==> config.mk <==
export PLATFORM = sky130hd
export DESIGN_NAME = seq_step_ctrl
export DESIGN_NICKNAME = d
export VERILOG_FILES = /design/src/rtl/seq_step_ctrl.sv
export SDC_FILE = /design/constraint.sdc
export NUM_CORES = 1
export LEC_CHECK = 0
export CAP_MARGIN = 20
export CORE_MARGIN = 5
export CORE_UTILIZATION = 45
export CTS_BUF_LIST = sky130_fd_sc_hd__clkbuf_4
export CTS_CLUSTER_SIZE = 8
export DETAILED_ROUTE_END_ITERATION = 12
export GPL_TIMING_DRIVEN = 1
export PLACE_DENSITY = 0.74
export SYNTH_ARGS = -nofsm -noshare
export SYNTH_HDL_FRONTEND = slang
export SYNTH_SLANG_ARGS = --single-unit
==> constraint.sdc <==
create_clock -name clk -period 2.1 [get_ports clk]
set_input_delay 0.42 -clock clk [delete_from_list [all_inputs] [get_ports clk]]
set_output_delay 0.42 -clock clk [all_outputs]
set_load 0.05 [all_outputs]
==> src/rtl/seq_step_ctrl.sv <==
// Step-sequence controller: replays a 4-entry step table for a latched number of passes,
// with hold/stop control. The pass-count input is repeat_cnt since "repeat" is a keyword.
module seq_step_ctrl (
  input  logic       clk,
  input  logic       rst,
  input  logic       start,
  input  logic       stop,
  input  logic       hold,
  input  logic [3:0] repeat_cnt,
  input  logic       cfg_we,
  input  logic [1:0] cfg_addr,
  input  logic [2:0] cfg_data,
  output logic [2:0] count,
  output logic       step_valid,
  output logic       busy,
  output logic       done
);

  typedef enum logic [1:0] {StIdle, StRun, StHold, StDone} state_e;

  state_e     state_q, state_d;
  logic [2:0] tbl_q [4];
  logic [1:0] idx_q, idx_d, idx_nxt;
  logic [3:0] pass_q, pass_d;
  logic [3:0] rep_q, rep_d;
  logic [2:0] count_q, count_d;
  logic       sv_q, sv_d;
  logic       active, advance, last_step;

  assign active    = (state_q == StRun) || (state_q == StHold);
  assign advance   = active && !stop && !hold;
  assign idx_nxt   = idx_q + 2'd1;
  // Completion is judged on the step leaving idx 3; repeat of 0 never completes.
  assign last_step = (idx_q == 2'd3) && (rep_q != 4'd0) && ((pass_q + 4'd1) == rep_q);

  always_ff @(posedge clk) begin
    if (rst) begin
      state_q <= StIdle;
      idx_q   <= 2'd0;
      pass_q  <= 4'd0;
      rep_q   <= 4'd0;
      count_q <= 3'd0;
      sv_q    <= 1'b0;
    end else begin
      state_q <= state_d;
      idx_q   <= idx_d;
      pass_q  <= pass_d;
      rep_q   <= rep_d;
      count_q <= count_d;
      sv_q    <= sv_d;
    end
  end

  // Table is writable only while idle so a run always sees a stable table.
  always_ff @(posedge clk) begin
    if (rst) begin
      tbl_q[0] <= 3'd0;
      tbl_q[1] <= 3'd2;
      tbl_q[2] <= 3'd3;
      tbl_q[3] <= 3'd7;
    end else if (cfg_we && (state_q == StIdle)) begin
      tbl_q[cfg_addr] <= cfg_data;
    end
  end

  always_comb begin
    state_d = state_q;
    unique case (state_q)
      StIdle: begin
        if (start && !stop) state_d = StRun;
      end
      StRun, StHold: begin
        if (stop) begin
          state_d = StIdle;
        end else if (hold) begin
          state_d = StHold;
        end else if (last_step) begin
          state_d = StDone;
        end else begin
          state_d = StRun;
        end
      end
      StDone: state_d = StIdle;
      default: state_d = StIdle;
    endcase
  end

  always_comb begin
    idx_d   = idx_q;
    pass_d  = pass_q;
    rep_d   = rep_q;
    count_d = count_q;
    sv_d    = 1'b0;
    unique case (state_q)
      StIdle: begin
        count_d = 3'd0;
        if (start && !stop) begin
          idx_d   = 2'd0;
          pass_d  = 4'd0;
          rep_d   = repeat_cnt;
          count_d = tbl_q[0];
          sv_d    = 1'b1;
        end
      end
      StRun, StHold: begin
        if (stop || (advance && last_step)) begin
          idx_d   = 2'd0;
          pass_d  = 4'd0;
          count_d = 3'd0;
        end else if (advance) begin
          idx_d   = idx_nxt;
          count_d = tbl_q[idx_nxt];
          sv_d    = 1'b1;
          if (idx_q == 2'd3) pass_d = pass_q + 4'd1;
        end
      end
      StDone: begin
        idx_d   = 2'd0;
        pass_d  = 4'd0;
        count_d = 3'd0;
      end
      default: begin
        count_d = 3'd0;
      end
    endcase
  end

  always_comb begin
    count      = count_q;
    step_valid = sv_q;
    busy       = active;
    done       = (state_q == StDone);
  end

endmodule

; ---- Word-level counts from Yosys, hierarchy flattened
; Memory sizes are Yosys's and may differ from the RTL's.
; Cells that the tools add are included.
[word_totals]
register_bits = 16
latch_bits = 0
ram_bits = 12
rom_bits = 0
in_bits = 15
out_inout_bits = 6
wordCells = 65
n_memories = 1
[classes]
n_addsub = 2
multipliers = 0
div = 0
order_cmp = 0
eq_ne = 8
shifts = 0
muxes = 30
n_bitwise = 0
reduce_logical = 18
[memory_table]
columns = memory, words, width, rd, rd_ports_with_merged_regs, write_ports, line_no
row1 = tbl_q, 4, 3, 2, 0, 4, 22  ; logic [2:0] tbl_q [4];
[op_table]
columns = operator, count
row1 = 2-bit two-way mux, 8
row2 = 4-bit two-way mux, 4
row3 = 3-bit two-way mux, 4
row4 = 2-bit case mux with 3 select lines, 2
row5 = 4-bit case mux with 3 select lines, 1
row6 = 1-bit two-way mux, 9
row7 = 3-bit case mux with 3 select lines, 1
row8 = 1-bit logical AND, 7
row9 = "2-bit equality test, second input constant", 3
row10 = "3-bit inequality test, second input constant", 2
row11 = "4-bit by 1-bit adder with 4-bit output, second input constant", 1
row12 = 4-bit equality test, 1
row13 = 2-bit AND reduction, 2
row14 = 4-bit nonzero test, 1
row15 = 3-bit AND reduction, 1
row16 = 3-bit OR reduction, 1
row17 = "2-bit by 1-bit adder with 2-bit output, second input constant", 1
row18 = "2-bit by 1-bit equality test with 1-bit output, second input constant", 1
row19 = 1-bit logical NOT, 2
row20 = 2-bit logical NOT, 1
row21 = 1-bit logical OR, 2
row22 = "2-bit by 1-bit inequality test with 1-bit output, second input constant", 1
row23 = 1-bit case mux with 2 select lines, 1
row24 = 2-bit OR reduction, 1

; ---- Longest topological paths before layout
[depth]
ltp_word = 8
mapped_depth = 8
depth_no_buf = 7

; ---- Worst setup path before layout
; OpenSTA, ideal clock, no wires.
[synth_timing]
path_kind = flip-flop to flip-flop
start = register state_q[0]
end = register pass_q[0]
setup_time_ps = 92
arrival_ps = 1857
t_required_ps = 2008
path_slack_ps = 150
stages_incl_launch_ff = 7
path_buffers = 0
synth_period_minus_slack_ps = 1950
path_cell_list = dfxtp_1 > inv_1 > ha_1 > nand3b_1 > o21ai_0 > nor2_1 > o32ai_1
[synth_between]
elab_chain_cells = 8
elab_cells_between_ends = 16
cone_classes = 6 x eq/ne / 2 x mux / 8 x reduce/logical
[synth_rtl]
columns = element, line_no
row1 = "start, declared", 21  ; state_e state_q, state_d;
row2 = "start signal, assigned", 38  ; state_q <= StIdle;
row3 = "start signal, assigned", 45  ; state_q <= state_d;
row4 = 2-bit by 1-bit equality test with 1-bit output or 2-bit equality test (tied branches), 30  ; assign active = (state_q == StRun) || (state_q == StHold);
row5 = 1-bit logical OR (*), 30
row6 = named net busy, 15  ; output logic busy,
row7 = 1-bit logical AND (*) (2 in series), 31  ; assign advance = active && !stop && !hold;
row8 = 1-bit logical AND, 106  ; if (stop || (advance && last_step)) begin
row9 = 1-bit logical OR, 106
row10 = 3-bit inequality test (no line) or 4-bit two-way mux (tied branches), n/a
row11 = 3-bit AND reduction (no line) or 4-bit case mux with 3 select lines (tied branches), n/a
row12 = "end signal, assigned", 47  ; pass_q <= pass_d;
row13 = "end, declared", 24  ; logic [3:0] pass_q, pass_d;
; Mark *: on every way through the listed nets, which the timed path passes. The rest lies on a longest branch.
; A chain may end at the register's enable or synchronous reset.

; ---- Worst setup path in the final report
[layout_timing]
start = register count_q[1] (netlist: count[1])
end = output count[1]
[layout_lines]
columns = element, line_no
row1 = "start, declared", 26  ; logic [2:0] count_q, count_d;
row2 = "start signal, assigned", 49  ; count_q <= count_d;
row3 = "end, declared", 13  ; output logic [2:0] count,
; No word-level cell between the ends.

==> flow_summary.toml <==
[min_path]
hp-class = "flip-flop to flip-flop"

[logic_synthesis]
yosys_most_used_dff = "dfxtp_1"
synth_top_family_by_area = "simple AND/OR/NAND/NOR gates"
synth_area_leaders = "edfxtp_1, dfxtp_1, mux4_2"
synth_top_area_frac = 0.241
synthAdderAreaFrac = 0.0419
yosysSeqAreaShare = 0.456
synth_cell_types = 47
postSynthAreaPerCell_um2 = 10.5
synthXorXnorAreaFrac = 0.0377
synth.most_common_cell = "dfxtp_1"
syn-cell-area_um2 = 1490
synth_top_area_cell = "edfxtp_1"
yosys.area_share.simple = 0.256
synth_compound_area_frac = 0.123
synthArstFlopShare = 0
synth_edf_count = 12
synthesis.nets = 162
yosysWarnings = 0
synth.mux.area_fraction = 0.0453
synth_cells = 142
ys_ff_latch = 28
ys_top_cells_by_count = "dfxtp_1, nand2_1, edfxtp_1"

[detailed_routing]
drc = 0
vias_per_cell = 5.56
dr.pass1.iters = 4
post_drt_wl_per_cell_um = 15.1
vias = 1195
drt_wl_total_um = 3260
drt_first_iter_violations = 78
ant_nets = 0

[setup_path]
critPathArrivalTime_ps = 1500
required_ps = 1680
slowest_stage = "clkdlybuf4s50_1"
cp_max_fo = 2
critPathKind = "flip-flop to primary output"
end_kind = "primary output"
crit_chain = "clkdlybuf4s50_1"
cp.buffers_inverters = 1
startpoint_type = "flip-flop"
cpLargestDelayFamily = "buffers and inverters"
cpPeakStageDelay_ps = 800

[cts]
h-tree-depth = 1
cts_tree = "yes"
cts_max_path_buffers = 2
clk_latency_ps = 330
clkTransAtPathRegs_ps = 150
hold_buffers = 0
root_buffer = "clkbuf_4"
cts_resized = 0
cts_sinks = 28
postCtsSetupRepairBufs = 0
numCtsBuffers = 3

[global_routing]
grt-ovfl-total = 0
grt_pass1_vias = 1248
grt_pass1_wl_um = 5530
grt_max_degree = 19
track_usage = 0.161
use_met3 = 0.0300
grtUsageMet1 = 0.173
use_met2 = 0.301
busiest_layer = "met2"
antenna_found_initial = 0

[timing]
slew_headroom = 0.670
whs_ps = 479
rsz0062_at_grt = "no"
finalSetupViolCount = 0
period_share = 0.917
final_hold_viol_count = 0
finClkSkew_ps = 6.10
final.setup.tns_ps = 0
slew_viol_final = 0
fmax_ghz = 0.520
period_minus_slack_ps = 1920
tightest_slew_ps = 493

[floorplanning]
die-area_um2 = 4570
core_um2 = 3280
row_count = 21
initial_core_util = 0.454
pin_count = 21
chipHeight_um = 67.6
dieWidth_um = 67.6

[placed_design]
portBuffers = 20
gp_congestion = 0.804
placed_cell_area_um2 = 1770
hpwl_um = 2560
placed_cells = 211

[power]
p_per_area_nw_per_um2 = 599
vdd_drop_max_uv = 314
power.leakage_nw = 0.646

[finish]
diodes = 0
drive_gt1_frac = 0.160
fin_area_um2 = 1800
area_growth_syn_to_layout_pct = 20.6
stdcell_count = 215
fin_util = 0.548
nets = 190

[status]
run_status = "complete, no violations"

[job]
cap_violations = 0
-- area by class of cell --
type	instances	area, µm²
inverter	6	22.5
tap	46	57.6
timing repair buffer	27	260
clock buffer	3	22.5
multi-input combinational	104	753
sequential	28	681
fill	312	1480
clock inverter	1	3.75
-- worst paths after layout --
kind	slack, ps	depth (start not counted)	end	startpoint
worst max register to register	180	6	count[1]	state_q[0]
worst min-delay path	480	2	idx_q[1]	idx_q[1]
worst min register to register	480	2	idx_q[1]	idx_q[1]
worst max-delay path	180	1	count[1]	count[1]
-- kinds of logic (layout without fill, tap and decap cells) --
family,Yosys count,in the layout
AOI/OAI and AO/OA,24,24
xor gates and xnor gates,4,4
and+or+nand+nor,68,68
DFF,28,28
buffers and inverters,10,37
adders and majority gates,5,5
muxes,3,3
-- report_power, final --
| part | internal [W] | switching (W) |
|---|---|---|
| combinational | 0.000109 | 0.000130 |
| clock | 0.0000700 | 0.000165 |
| sequential | 0.000590 | 0.0000139 |
-- sequential cells by signal, indices dropped and copies added (netlist names) --
| name | count |
|---|---|
| idx_q | 2 |
| pass_q | 4 |
| tbl_q | 12 |
| state_q | 2 |
| step_valid | 1 |
| count | 3 |
| rep_q | 4 |
-- per-layer routing --
| metal | part of all wire | up-vias |
|---|---|---|
| li1 | - | 579 |
| met1 | 0.40 | 583 |
| met2 | 0.55 | 27 |
| met3 | 0.036 | 6 |
| met4 | 0.017 | 0 |
| met5 | 0 | - |
-- cell usage in the layout (no fill, tap or decap), drive strengths merged, types with 2 or more instances in the layout --
master	n
mux4	3
clkdlybuf4s50	18
nand2b	2
nand2	14
inv	6
o21ai	2
a31oi	3
a32oi	3
nand4	6
and2	6
dfxtp	16
nand3	10
ha	5
edfxtp	12
nor3	4
xnor2	2
a211oi	3
a21oi	5
nor2	11
o32ai	2
buf	9
or2	7
clkbuf	3
-- through the flow --
step / power, W / worst slack [ps]
2_1_floorplan: 0.000756 / 150
3_3_place_gp: 0.000847 / 170
3_5_place_dp: 0.000854 / 118
4_1_cts: 0.00108 / 167
5_1_grt: 0.00111 / 24.0
6_report: 0.00108 / 175
Note: power is estimated with default switching activity, not from simulation.
